### src/rtl/spi_cmd_pkg.sv
// Shared definitions for the SPI command master.
//  - FSM state encodings (legacy-compatible localparams).
//  - CPLD opcode constants and mk_cmd() to build a command word.
package spi_cmd_pkg;

  localparam logic [2:0] ST_IDLE  = 3'd0;
  localparam logic [2:0] ST_SETUP = 3'd1;
  localparam logic [2:0] ST_SHIFT = 3'd2;
  localparam logic [2:0] ST_HOLD  = 3'd3;
  localparam logic [2:0] ST_GAP   = 3'd4;

  localparam logic [2:0] OP_SEL = 3'd0;
  localparam logic [2:0] OP_DIR = 3'd1;
  localparam logic [2:0] OP_DIV = 3'd2;
  localparam logic [2:0] OP_ENA = 3'd3;
  localparam logic [2:0] OP_POS = 3'd4;

  function automatic logic [15:0] mk_cmd(input logic [2:0] op, input logic [12:0] payload);
    return {op, payload};
  endfunction

endpackage

### src/rtl/spi_cmd_master_if.sv
// Command/response bus between the host bridge and spi_cmd_master.
//  cmd_valid/cmd_data/cmd_ready : command handshake (host -> block)
//  rsp_valid/rsp_data           : one-cycle response strobe and captured word
//  busy                         : transaction in progress
// Modports: master = host side, slave = spi_cmd_master.
interface spi_cmd_master_if;
  logic        cmd_valid;
  logic [15:0] cmd_data;
  logic        cmd_ready;
  logic        rsp_valid;
  logic [15:0] rsp_data;
  logic        busy;

  modport master (
    output cmd_valid, cmd_data,
    input  cmd_ready, rsp_valid, rsp_data, busy
  );

  modport slave (
    input  cmd_valid, cmd_data,
    output cmd_ready, rsp_valid, rsp_data, busy
  );
endinterface

### src/rtl/spi_sck_gen.sv
// SCK generator: half-period counter and SCK register.
//  CLK, reset : system clock, async active-high reset
//  en         : run the generator (SHIFT state only); counter parks at 0 otherwise
//  sck        : registered serial clock, idle low
//  rise/fall  : high in the cycle whose closing edge drives SCK high/low
module spi_sck_gen #(
  parameter int unsigned CLK_DIV = 8
) (
  input  logic CLK,
  input  logic reset,
  input  logic en,
  output logic sck,
  output logic rise,
  output logic fall
);

  localparam int unsigned CntW = (CLK_DIV > 1) ? $clog2(CLK_DIV) : 1;
  localparam logic [CntW-1:0] CntMax = CntW'(CLK_DIV - 1);

  logic [CntW-1:0] cnt_q;
  logic            sck_q;
  logic            wrap;

  assign wrap = en && (cnt_q == CntMax);
  assign rise = wrap && !sck_q;
  assign fall = wrap && sck_q;
  assign sck  = sck_q;

  always_ff @(posedge CLK or posedge reset) begin
    if (reset) begin
      cnt_q <= '0;
      sck_q <= 1'b0;
    end else if (!en) begin
      cnt_q <= '0;
    end else begin
      cnt_q <= wrap ? '0 : cnt_q + CntW'(1);
      if (wrap) sck_q <= !sck_q;
    end
  end

endmodule

### src/rtl/spi_cmd_master.sv
// SPI master (mode 0, MSB first, 16-bit words) for the motor-controller CPLD command port.
//  CLK, reset : system clock, async active-high reset
//  bus        : command/response interface (slave modport)
//  SCK, MOSI  : serial clock (idle low) and data out
//  MISO       : serial data in, used unsynchronised (stable CLK_DIV cycles before sampling)
//  SSEL       : slave select, active low
// The CPLD loads its reply on word receipt, so rsp_data answers the previous command.
module spi_cmd_master
  import spi_cmd_pkg::*;
#(
  parameter int unsigned CLK_DIV      = 8,
  parameter int unsigned SETUP_CYCLES = 4,
  parameter int unsigned GAP_CYCLES   = 16
) (
  input  logic                    CLK,
  input  logic                    reset,
  spi_cmd_master_if.slave         bus,
  output logic                    SCK,
  output logic                    MOSI,
  input  logic                    MISO,
  output logic                    SSEL
);

  localparam int unsigned TmrW = $clog2(SETUP_CYCLES + CLK_DIV + GAP_CYCLES + 1);

  logic [2:0]      state_q, state_d;
  logic [TmrW-1:0] tmr_q, tmr_d;
  logic [3:0]      bit_cnt_q, bit_cnt_d;
  logic [15:0]     tx_sr_q, tx_sr_d;
  logic [15:0]     rx_sr_q, rx_sr_d;
  logic [15:0]     rsp_data_q, rsp_data_d;
  logic            mosi_q, mosi_d;
  logic            ssel_q, ssel_d;
  logic            busy_q, busy_d;
  logic            ready_q, ready_d;
  logic            rsp_valid_q, rsp_valid_d;
  logic            sck_rise, sck_fall;

  spi_sck_gen #(
    .CLK_DIV (CLK_DIV)
  ) u_sck_gen (
    .CLK   (CLK),
    .reset (reset),
    .en    (state_q == ST_SHIFT),
    .sck   (SCK),
    .rise  (sck_rise),
    .fall  (sck_fall)
  );

  always_comb begin
    state_d     = state_q;
    tmr_d       = tmr_q;
    bit_cnt_d   = bit_cnt_q;
    tx_sr_d     = tx_sr_q;
    rx_sr_d     = rx_sr_q;
    rsp_data_d  = rsp_data_q;
    mosi_d      = mosi_q;
    ssel_d      = ssel_q;
    busy_d      = busy_q;
    ready_d     = 1'b0;
    rsp_valid_d = 1'b0;
    unique case (state_q)
      ST_IDLE: begin
        ready_d = 1'b1;
        // Accept only against the registered ready the host actually saw.
        if (bus.cmd_valid && ready_q) begin
          tx_sr_d   = bus.cmd_data;
          mosi_d    = bus.cmd_data[15];
          bit_cnt_d = 4'd15;
          busy_d    = 1'b1;
          ssel_d    = 1'b0;
          ready_d   = 1'b0;
          tmr_d     = '0;
          state_d   = ST_SETUP;
        end
      end
      ST_SETUP: begin
        if (tmr_q == TmrW'(SETUP_CYCLES - 1)) begin
          tmr_d   = '0;
          state_d = ST_SHIFT;
        end else begin
          tmr_d = tmr_q + TmrW'(1);
        end
      end
      ST_SHIFT: begin
        if (sck_rise) rx_sr_d = {rx_sr_q[14:0], MISO};
        if (sck_fall) begin
          if (bit_cnt_q == 4'd0) begin
            tmr_d   = '0;
            state_d = ST_HOLD;
          end else begin
            bit_cnt_d = bit_cnt_q - 4'd1;
            tx_sr_d   = {tx_sr_q[14:0], 1'b0};
            mosi_d    = tx_sr_q[14];
          end
        end
      end
      ST_HOLD: begin
        if (tmr_q == TmrW'(CLK_DIV - 1)) begin
          ssel_d      = 1'b1;
          rsp_data_d  = rx_sr_q;
          rsp_valid_d = 1'b1;
          tmr_d       = '0;
          state_d     = ST_GAP;
        end else begin
          tmr_d = tmr_q + TmrW'(1);
        end
      end
      ST_GAP: begin
        if (tmr_q == TmrW'(GAP_CYCLES - 1)) begin
          busy_d  = 1'b0;
          ready_d = 1'b1;
          state_d = ST_IDLE;
        end else begin
          tmr_d = tmr_q + TmrW'(1);
        end
      end
      default: state_d = ST_IDLE;
    endcase
  end

  always_ff @(posedge CLK or posedge reset) begin
    if (reset) begin
      state_q     <= ST_IDLE;
      tmr_q       <= '0;
      bit_cnt_q   <= '0;
      tx_sr_q     <= '0;
      rx_sr_q     <= '0;
      rsp_data_q  <= '0;
      mosi_q      <= 1'b0;
      ssel_q      <= 1'b1;
      busy_q      <= 1'b0;
      ready_q     <= 1'b0;
      rsp_valid_q <= 1'b0;
    end else begin
      state_q     <= state_d;
      tmr_q       <= tmr_d;
      bit_cnt_q   <= bit_cnt_d;
      tx_sr_q     <= tx_sr_d;
      rx_sr_q     <= rx_sr_d;
      rsp_data_q  <= rsp_data_d;
      mosi_q      <= mosi_d;
      ssel_q      <= ssel_d;
      busy_q      <= busy_d;
      ready_q     <= ready_d;
      rsp_valid_q <= rsp_valid_d;
    end
  end

  assign MOSI          = mosi_q;
  assign SSEL          = ssel_q;
  assign bus.cmd_ready = ready_q;
  assign bus.busy      = busy_q;
  assign bus.rsp_valid = rsp_valid_q;
  assign bus.rsp_data  = rsp_data_q;

endmodule
### src/flat_wrapper.sv
// flat-port wrapper written by rule: the top's interface ports become plain ports
module spi_cmd_master_flat import spi_cmd_pkg::*;
#(
  parameter int unsigned CLK_DIV      = 8,
  parameter int unsigned SETUP_CYCLES = 4,
  parameter int unsigned GAP_CYCLES   = 16
)
  (CLK, reset, SCK, MOSI, MISO, SSEL, bus_cmd_valid, bus_cmd_data, bus_cmd_ready, bus_rsp_valid, bus_rsp_data, bus_busy);
  spi_cmd_master_if bus_i ();
  input  logic CLK;
  input  logic reset;
  output logic SCK;
  output logic MOSI;
  input  logic MISO;
  output logic SSEL;
  input wire logic [$bits(bus_i.cmd_valid)-1:0] bus_cmd_valid;
  input wire logic [$bits(bus_i.cmd_data)-1:0] bus_cmd_data;
  output wire logic [$bits(bus_i.cmd_ready)-1:0] bus_cmd_ready;
  output wire logic [$bits(bus_i.rsp_valid)-1:0] bus_rsp_valid;
  output wire logic [$bits(bus_i.rsp_data)-1:0] bus_rsp_data;
  output wire logic [$bits(bus_i.busy)-1:0] bus_busy;
  assign bus_i.cmd_valid = bus_cmd_valid;
  assign bus_i.cmd_data = bus_cmd_data;
  assign bus_cmd_ready = bus_i.cmd_ready;
  assign bus_rsp_valid = bus_i.rsp_valid;
  assign bus_rsp_data = bus_i.rsp_data;
  assign bus_busy = bus_i.busy;
  spi_cmd_master #(.CLK_DIV(CLK_DIV), .SETUP_CYCLES(SETUP_CYCLES), .GAP_CYCLES(GAP_CYCLES)) u_core (.CLK(CLK), .reset(reset), .bus(bus_i), .SCK(SCK), .MOSI(MOSI), .MISO(MISO), .SSEL(SSEL));
endmodule
### config.mk
export PLATFORM = sky130hd
export DESIGN_NAME = spi_cmd_master_flat
export DESIGN_NICKNAME = d
export VERILOG_FILES = /design/src/rtl/spi_cmd_pkg.sv /design/src/rtl/spi_cmd_master_if.sv /design/src/rtl/spi_sck_gen.sv /design/src/rtl/spi_cmd_master.sv /design/src/flat_wrapper.sv
export SDC_FILE = /design/constraint.sdc
export NUM_CORES = 1
export LEC_CHECK = 0
export CELL_PAD_IN_SITES_DETAIL_PLACEMENT = 1
export CELL_PAD_IN_SITES_GLOBAL_PLACEMENT = 1
export CORE_MARGIN = 2
export CORE_UTILIZATION = 43
export CTS_CLUSTER_SIZE = 28
export DETAILED_ROUTE_END_ITERATION = 8
export PLACE_DENSITY_LB_ADDON = 0.1
export SLEW_MARGIN = 10
export SYNTH_ARGS = -nofsm -noshare
export SYNTH_HDL_FRONTEND = slang
export SYNTH_SLANG_ARGS = --single-unit
### constraint.sdc
create_clock -name CLK -period 2.85 [get_ports CLK]
set_input_delay 0.57 -clock CLK [delete_from_list [all_inputs] [get_ports CLK]]
set_output_delay 0.57 -clock CLK [all_outputs]
set_load 0.05 [all_outputs]
After elaboration in Yosys (flattened, before gate mapping)
Cells that the tools add are included.

operators by class
  equal/unequal tests = 16
  $add $sub $neg = 3
  reductions and logical operators = 19
  multiplexer cells = 39

operators by type and width
  kind                                                                     count
  15-bit two-way mux                                                       3
  5-bit two-way mux                                                        6
  15-bit one-hot mux with 2 select lines                                   1
  5-bit one-hot mux with 5 select lines                                    1
  3-bit two-way mux                                                        8
  3-bit one-hot mux with 5 select lines                                    1
  4-bit two-way mux                                                        3
  2-bit by 1-bit inequality test with 1-bit output, second input constant  6
  1-bit two-way mux                                                        11
  1-bit one-hot mux with 2 select lines                                    4
  4-bit one-hot mux with 2 select lines                                    1
  3-bit by 2-bit == test with 1-bit output, second input constant          2
  3-bit == test, second input constant                                     2
  2-bit AND reduction                                                      3
  3-bit AND reduction                                                      2
  6-bit AND reduction                                                      1
  2-bit nonzero test                                                       3
  5-bit by 1-bit adder with 5-bit output, second input constant            1
  5-bit by 2-bit == test with 1-bit output, second input constant          1
  5-bit by 3-bit == test with 1-bit output, second input constant          1
  5-bit by 4-bit == test with 1-bit output, second input constant          1
  5-bit AND reduction                                                      1
  5-bit nonzero test                                                       1
  1-bit logical AND                                                        4
  other kinds (8)                                                          9

storage, ports and cells
  logic and storage cells = 90
  bits in registers = 68
  output and inout port bits = 22
  input bits = 20

Longest topological paths before layout
  depth after elaboration = 5
  gate-level depth with buffers = 8
  gate-level depth less buffers = 7

By module
Synthesis repeated with hierarchy kept, for this count alone.

second synthesis, totals
  cells, all modules = 249
  area total of the unflattened synthesis = 3,024.2 um2

by module, submodules not included
  module          times used  cells an instance  area an instance (um2)  sequential area each (um2)
  spi_cmd_master  1           235                2,841.5                 1,602.8
  spi_sck_gen     1           14                 182.7                   100.1

Worst setup path after synthesis
OpenSTA, ideal clock, no wires.

  path kind = reg2reg
  from = register u_core.tmr_q[0]
  to = register u_core.tmr_q[3]
  slack = 0.993 ns
  stages on the path, launching flop included = 8
  clock period less this slack = 1.857 ns
  path buffers = 0
  arrival = 1.761 ns
  required time = 2.755 ns
  library setup time = 0.095 ns
  cells stage by stage = dfrtp_1 -> ha_1 -> and3_1 -> ha_1 -> o31ai_1 -> nand3_1 -> o21bai_1 -> o31ai_1

between the ends
  word-level cells in the longest chain between the ends = 3
  elaborated cells on any way between the ends = 10
  classes of those cells = 1 x add/sub; 4 x eq/ne; 4 x mux; 1 x reduce/logical

RTL lines
  element                                                                              line                                                                RTL
  from (decl)                                                                          spi_cmd_master.sv:27                                                logic [TmrW-1:0] tmr_q, tmr_d;
  from (signal assigned)                                                               spi_cmd_master.sv:137                                               tmr_q <= tmr_d;
  5-bit by 1-bit adder with 5-bit output (tied with other cells)                       spi_cmd_master.sv:82, spi_cmd_master.sv:106, spi_cmd_master.sv:115
  5-bit two-way mux (tied with other cells)                                            spi_cmd_master.sv:110                                               if (tmr_q == TmrW'(GAP_CYCLES - 1)) begin
  5-bit one-hot mux with 5 select lines / 5-bit AND reduction (equally long branches)  n/a

Several ways; a longest one is shown, not always the timed one. The select of a mux whose other input is x is not followed.
A chain may end at the register's enable or synchronous reset.

Worst setup path in the final report
  from = register u_core.ssel_q (netlist: u_core.SSEL)
  to = output port SSEL

RTL lines
  element                 line                   RTL
  from (decl)             spi_cmd_master.sv:33   logic ssel_q, ssel_d;
  from (signal assigned)  spi_cmd_master.sv:143  ssel_q <= ssel_d;
  to (decl)               flat_wrapper.sv:15     output logic SSEL;

No word-level cell between the ends.

==> results.cfg <==
[yosys]
syn_inst = 259
synth-seq-cells = 68
number_of_synthesized_flops_with_an_enable_pin = 0
syn_area_mm2 = 0.00297
post_synth_main_area_contributors = sky130_fd_sc_hd__dfrtp_1 (56%), sky130_fd_sc_hd__mux2_2 (12%), sky130_fd_sc_hd__nand2_1 (5.3%)
mappedNetlistNets = 284
yosysWarnings = 0
synth_ff_type = sky130_fd_sc_hd__dfrtp_1
synth_area_per_cell_um2 = 11.5
largest_area_contributor_in_the_netlist = sky130_fd_sc_hd__dfrtp_1
synthDominantCellAreaShare_pct = 56.5
yosys.cell_count.top_type = sky130_fd_sc_hd__dfrtp_1
post_synth_num_cell_types = 42
async_reset_ff_share_pct = 100
register_area_share_after_synthesis_pct = 57.4
post_synth_most_frequent_cells = sky130_fd_sc_hd__dfrtp_1 (67), sky130_fd_sc_hd__nand2_1 (42), sky130_fd_sc_hd__mux2_2 (32)

[drt]
drtPass1Iterations = 6
route.detailed.drc = 0
routed_wl_um = 6060
detail_route.iter0.violations = 53
drtAntennaViolNets = 0
vias = 2090
route.detailed.vias_per_inst = 5.37
routed_wire_length_per_instance_um = 15.6

[setup_path]
timing.critical_path.arrival_ns = 1.69
r2r_start = u_core.state_q[1]
crit_buf_inv = 1
critical_path.max_fanout = 2
required_ns = 2.28
kind_of_critical_path = flip-flop to output port
cp-end-kind = output port
worstPathCellList = clkdlybuf4s50_1
depth_of_the_worst_register_to_register_path = 6
kind_of_cell_adding_the_most_delay_to_the_critical_path = buffers and inverters
critical_path.slowest_cell = sky130_fd_sc_hd__clkdlybuf4s50_1
worst_setup_path_start_kind = flip-flop
end_of_the_worst_register_to_register_path = u_core.bit_cnt_q[2]
setup.reg_to_reg.worst_slack_ns = 0.76
slowest_delay_ns = 0.80

[hold_path]
worstHoldPathCells = 1
hold_path_startpoint = u_core.u_sck_gen.cnt_q[0]
hold_path.class = flip-flop to flip-flop
holdPathEnd = u_core.u_sck_gen.cnt_q[0]

[layout]
fill_cells = 712
multiInputGateArea_mm2 = 0.00115
fraction_of_final_layout_cells_with_drive_strength_greater_than_1_pct = 20.1
design.final.nets = 329
final-seq-area_mm2 = 0.00170
number_of_antenna_cells_inserted = 0
final_core_util_pct = 54.5
area_delta_synth_final_pct = 23.5

[run]
timing.max_cap.violations = 0

[power]
cellPowerDensity_mw_per_mm2 = 830
worst_ir_drop_vdd_v = 0.000336
power_leakage_uw = 0.00173

[sta]
fin_tns_setup_ns = 0
relSlewSlack_pct = 52.8
max_freq_mhz = 442
post-route-min-period_ns = 2.26
hold_violations = 0
grt_setup_unrepaired = no
setup_viol = 0
worst_clock_skew_ns = 0.0114
final.period_utilization_pct = 79.3
worst_pin_slew_ns = 0.708
finalMaxSlewViolations = 0

[clock_tree]
clk_root_buffer_cell = sky130_fd_sc_hd__clkbuf_8
cts_tree = yes
cts_resized = 0
cts_buffers = 9
clk_pin_slew_worst_paths_ns = 0.08
ctsHtreeMaxLevel = 3
clk_latency_ns = 0.34
cts_buffer_depth = 2
cts.repair_timing.setup_buffer_count = 0
postCtsHoldBufs = 0
cts.sinks = 68

[floorplan]
start_util_pct = 44.2
i_o_pins = 42
fp.dieW_um = 87.1
die_h_um = 87.1
fp.dieArea_mm2 = 0.00758
core_region_area_mm2 = 0.00672
placement_row_count = 30

[place]
buffer_ports.inserted = 41
detailedPlacementHpwl_um = 4120
place.gp.congestion = 0.740

[global_routing]
first_global_vias = 2116
grt_max_degree = 38
gr-total-overflow = 0
wire_length_of_the_first_global_routing_pass_um = 10300
grt_antenna_before_repair = 0
grt_util_all_layers_pct = 17.9

[run_status]
run_status = finished, final reports clean
==> per-stage QoR <==
stage	cell area, µm²	total power (µW)	cells	setup slack (ns)	hold WS, ns
after floorplan	2970	2040	259	0.570	0.415
after global placement	3470	2250	373	0.622	0.431
after detailed placement	3470	2280	373	0.542	0.437
after CTS	3660	3080	389	0.562	0.450
after global routing	3660	3270	389	0.530	0.478
final	3660	3040	389	0.590	0.447
==> worst register-to-register path, delay by kind of cell, from the launching register on <==
family                 cells  cell delay, ns
buffers and inverters      1            0.22
AO/OA/AOI/OAI              4            0.80
flip-flops                 1            0.58
AND/OR/NAND/NOR            1            0.41
==> power breakdown <==
group / leakage [µW] / total [µW] / internal, µW / switching, µW
Sequential: 0.000867 / 1300 / 1150 / 150
Clock: 0.000100 / 794 / 408 / 385
Combinational: 0.000765 / 945 / 394 / 551
Total: 0.00173 / 3040 / 1950 / 1090
==> cell usage in the layout (no fill, tap or decap), drive strengths merged, types with 2 or more instances in the layout <==
cell,instances
o21a,3
clkinv,3
buf,7
a21oi,5
a31oi,16
inv,10
nor3b,3
o31ai,2
nand3,6
o21ai,7
mux2,32
nand2b,3
dfrtp,67
ha,5
nand2,42
clkdlybuf4s50,41
nor3,3
clkbuf,9
and3,5
nor2,18
a311oi,2
==> worst max-delay path by stage <==
stage             startpoint             endpoint  slack (ns)  depth (start not counted)
2_1_floorplan          reset          u_core.MOSI        0.57                          1
3_3_place_gp   bus_cmd_valid  u_core.bit_cnt_q[0]        0.62                          6
3_5_place_dp   bus_cmd_valid  u_core.bit_cnt_q[2]        0.54                          6
4_1_cts          u_core.SSEL                 SSEL        0.56                          1
5_1_grt          u_core.SSEL                 SSEL        0.53                          1
6_report         u_core.SSEL                 SSEL        0.59                          1
==> area by class of cell <==
class                   instances  area share, %
multi-input cells             169           31.3
clock inverters                 7           2.01
repair buffers                 48           13.3
well taps                      80           2.73
flip-flops and latches         68           46.5
inverters                       8          0.819
clock buffers                   9           3.38
==> state kept, by name, summed over array words and instances, names as in the netlist <==
| name | cells |
|---|---|
| u_core.MOSI | 1 |
| u_core.SSEL | 1 |
| u_core.bit_cnt_q | 4 |
| u_core.bus.busy | 1 |
| u_core.bus.cmd_ready | 1 |
| u_core.bus.rsp_data | 16 |
| u_core.bus.rsp_valid | 1 |
| u_core.rx_sr_q | 16 |
| u_core.state_q | 3 |
| u_core.tmr_q | 5 |
| u_core.tx_sr_q | 15 |
| u_core.u_sck_gen.cnt_q | 3 |
| u_core.u_sck_gen.sck | 1 |
==> kinds of logic (layout without fill, tap and decap cells) <==
group	Yosys count	count (layout)	share of synthesized area [%]
and+or+nand+nor	86	86	13.3
DFF	68	68	57.4
AOI/OAI and AO/OA	44	44	10.4
muxes	33	33	12.5
buffers and inverters	22	72	4.00
adders and majority gates	5	5	2.11
xor gates and xnor gates	1	1	0.295
==> metal layers <==
layer  share of wire (%)  vias to the layer above  global-route usage (%)
met5                   0                        -                       0
met3                 5.2                        6                    4.36
met1                  45                     1055                    23.7
met2                  48                       37                    28.2
li1                    -                      992                       -
met4                 1.2                        0                    7.24
Note: power is estimated with default switching activity, not from simulation.
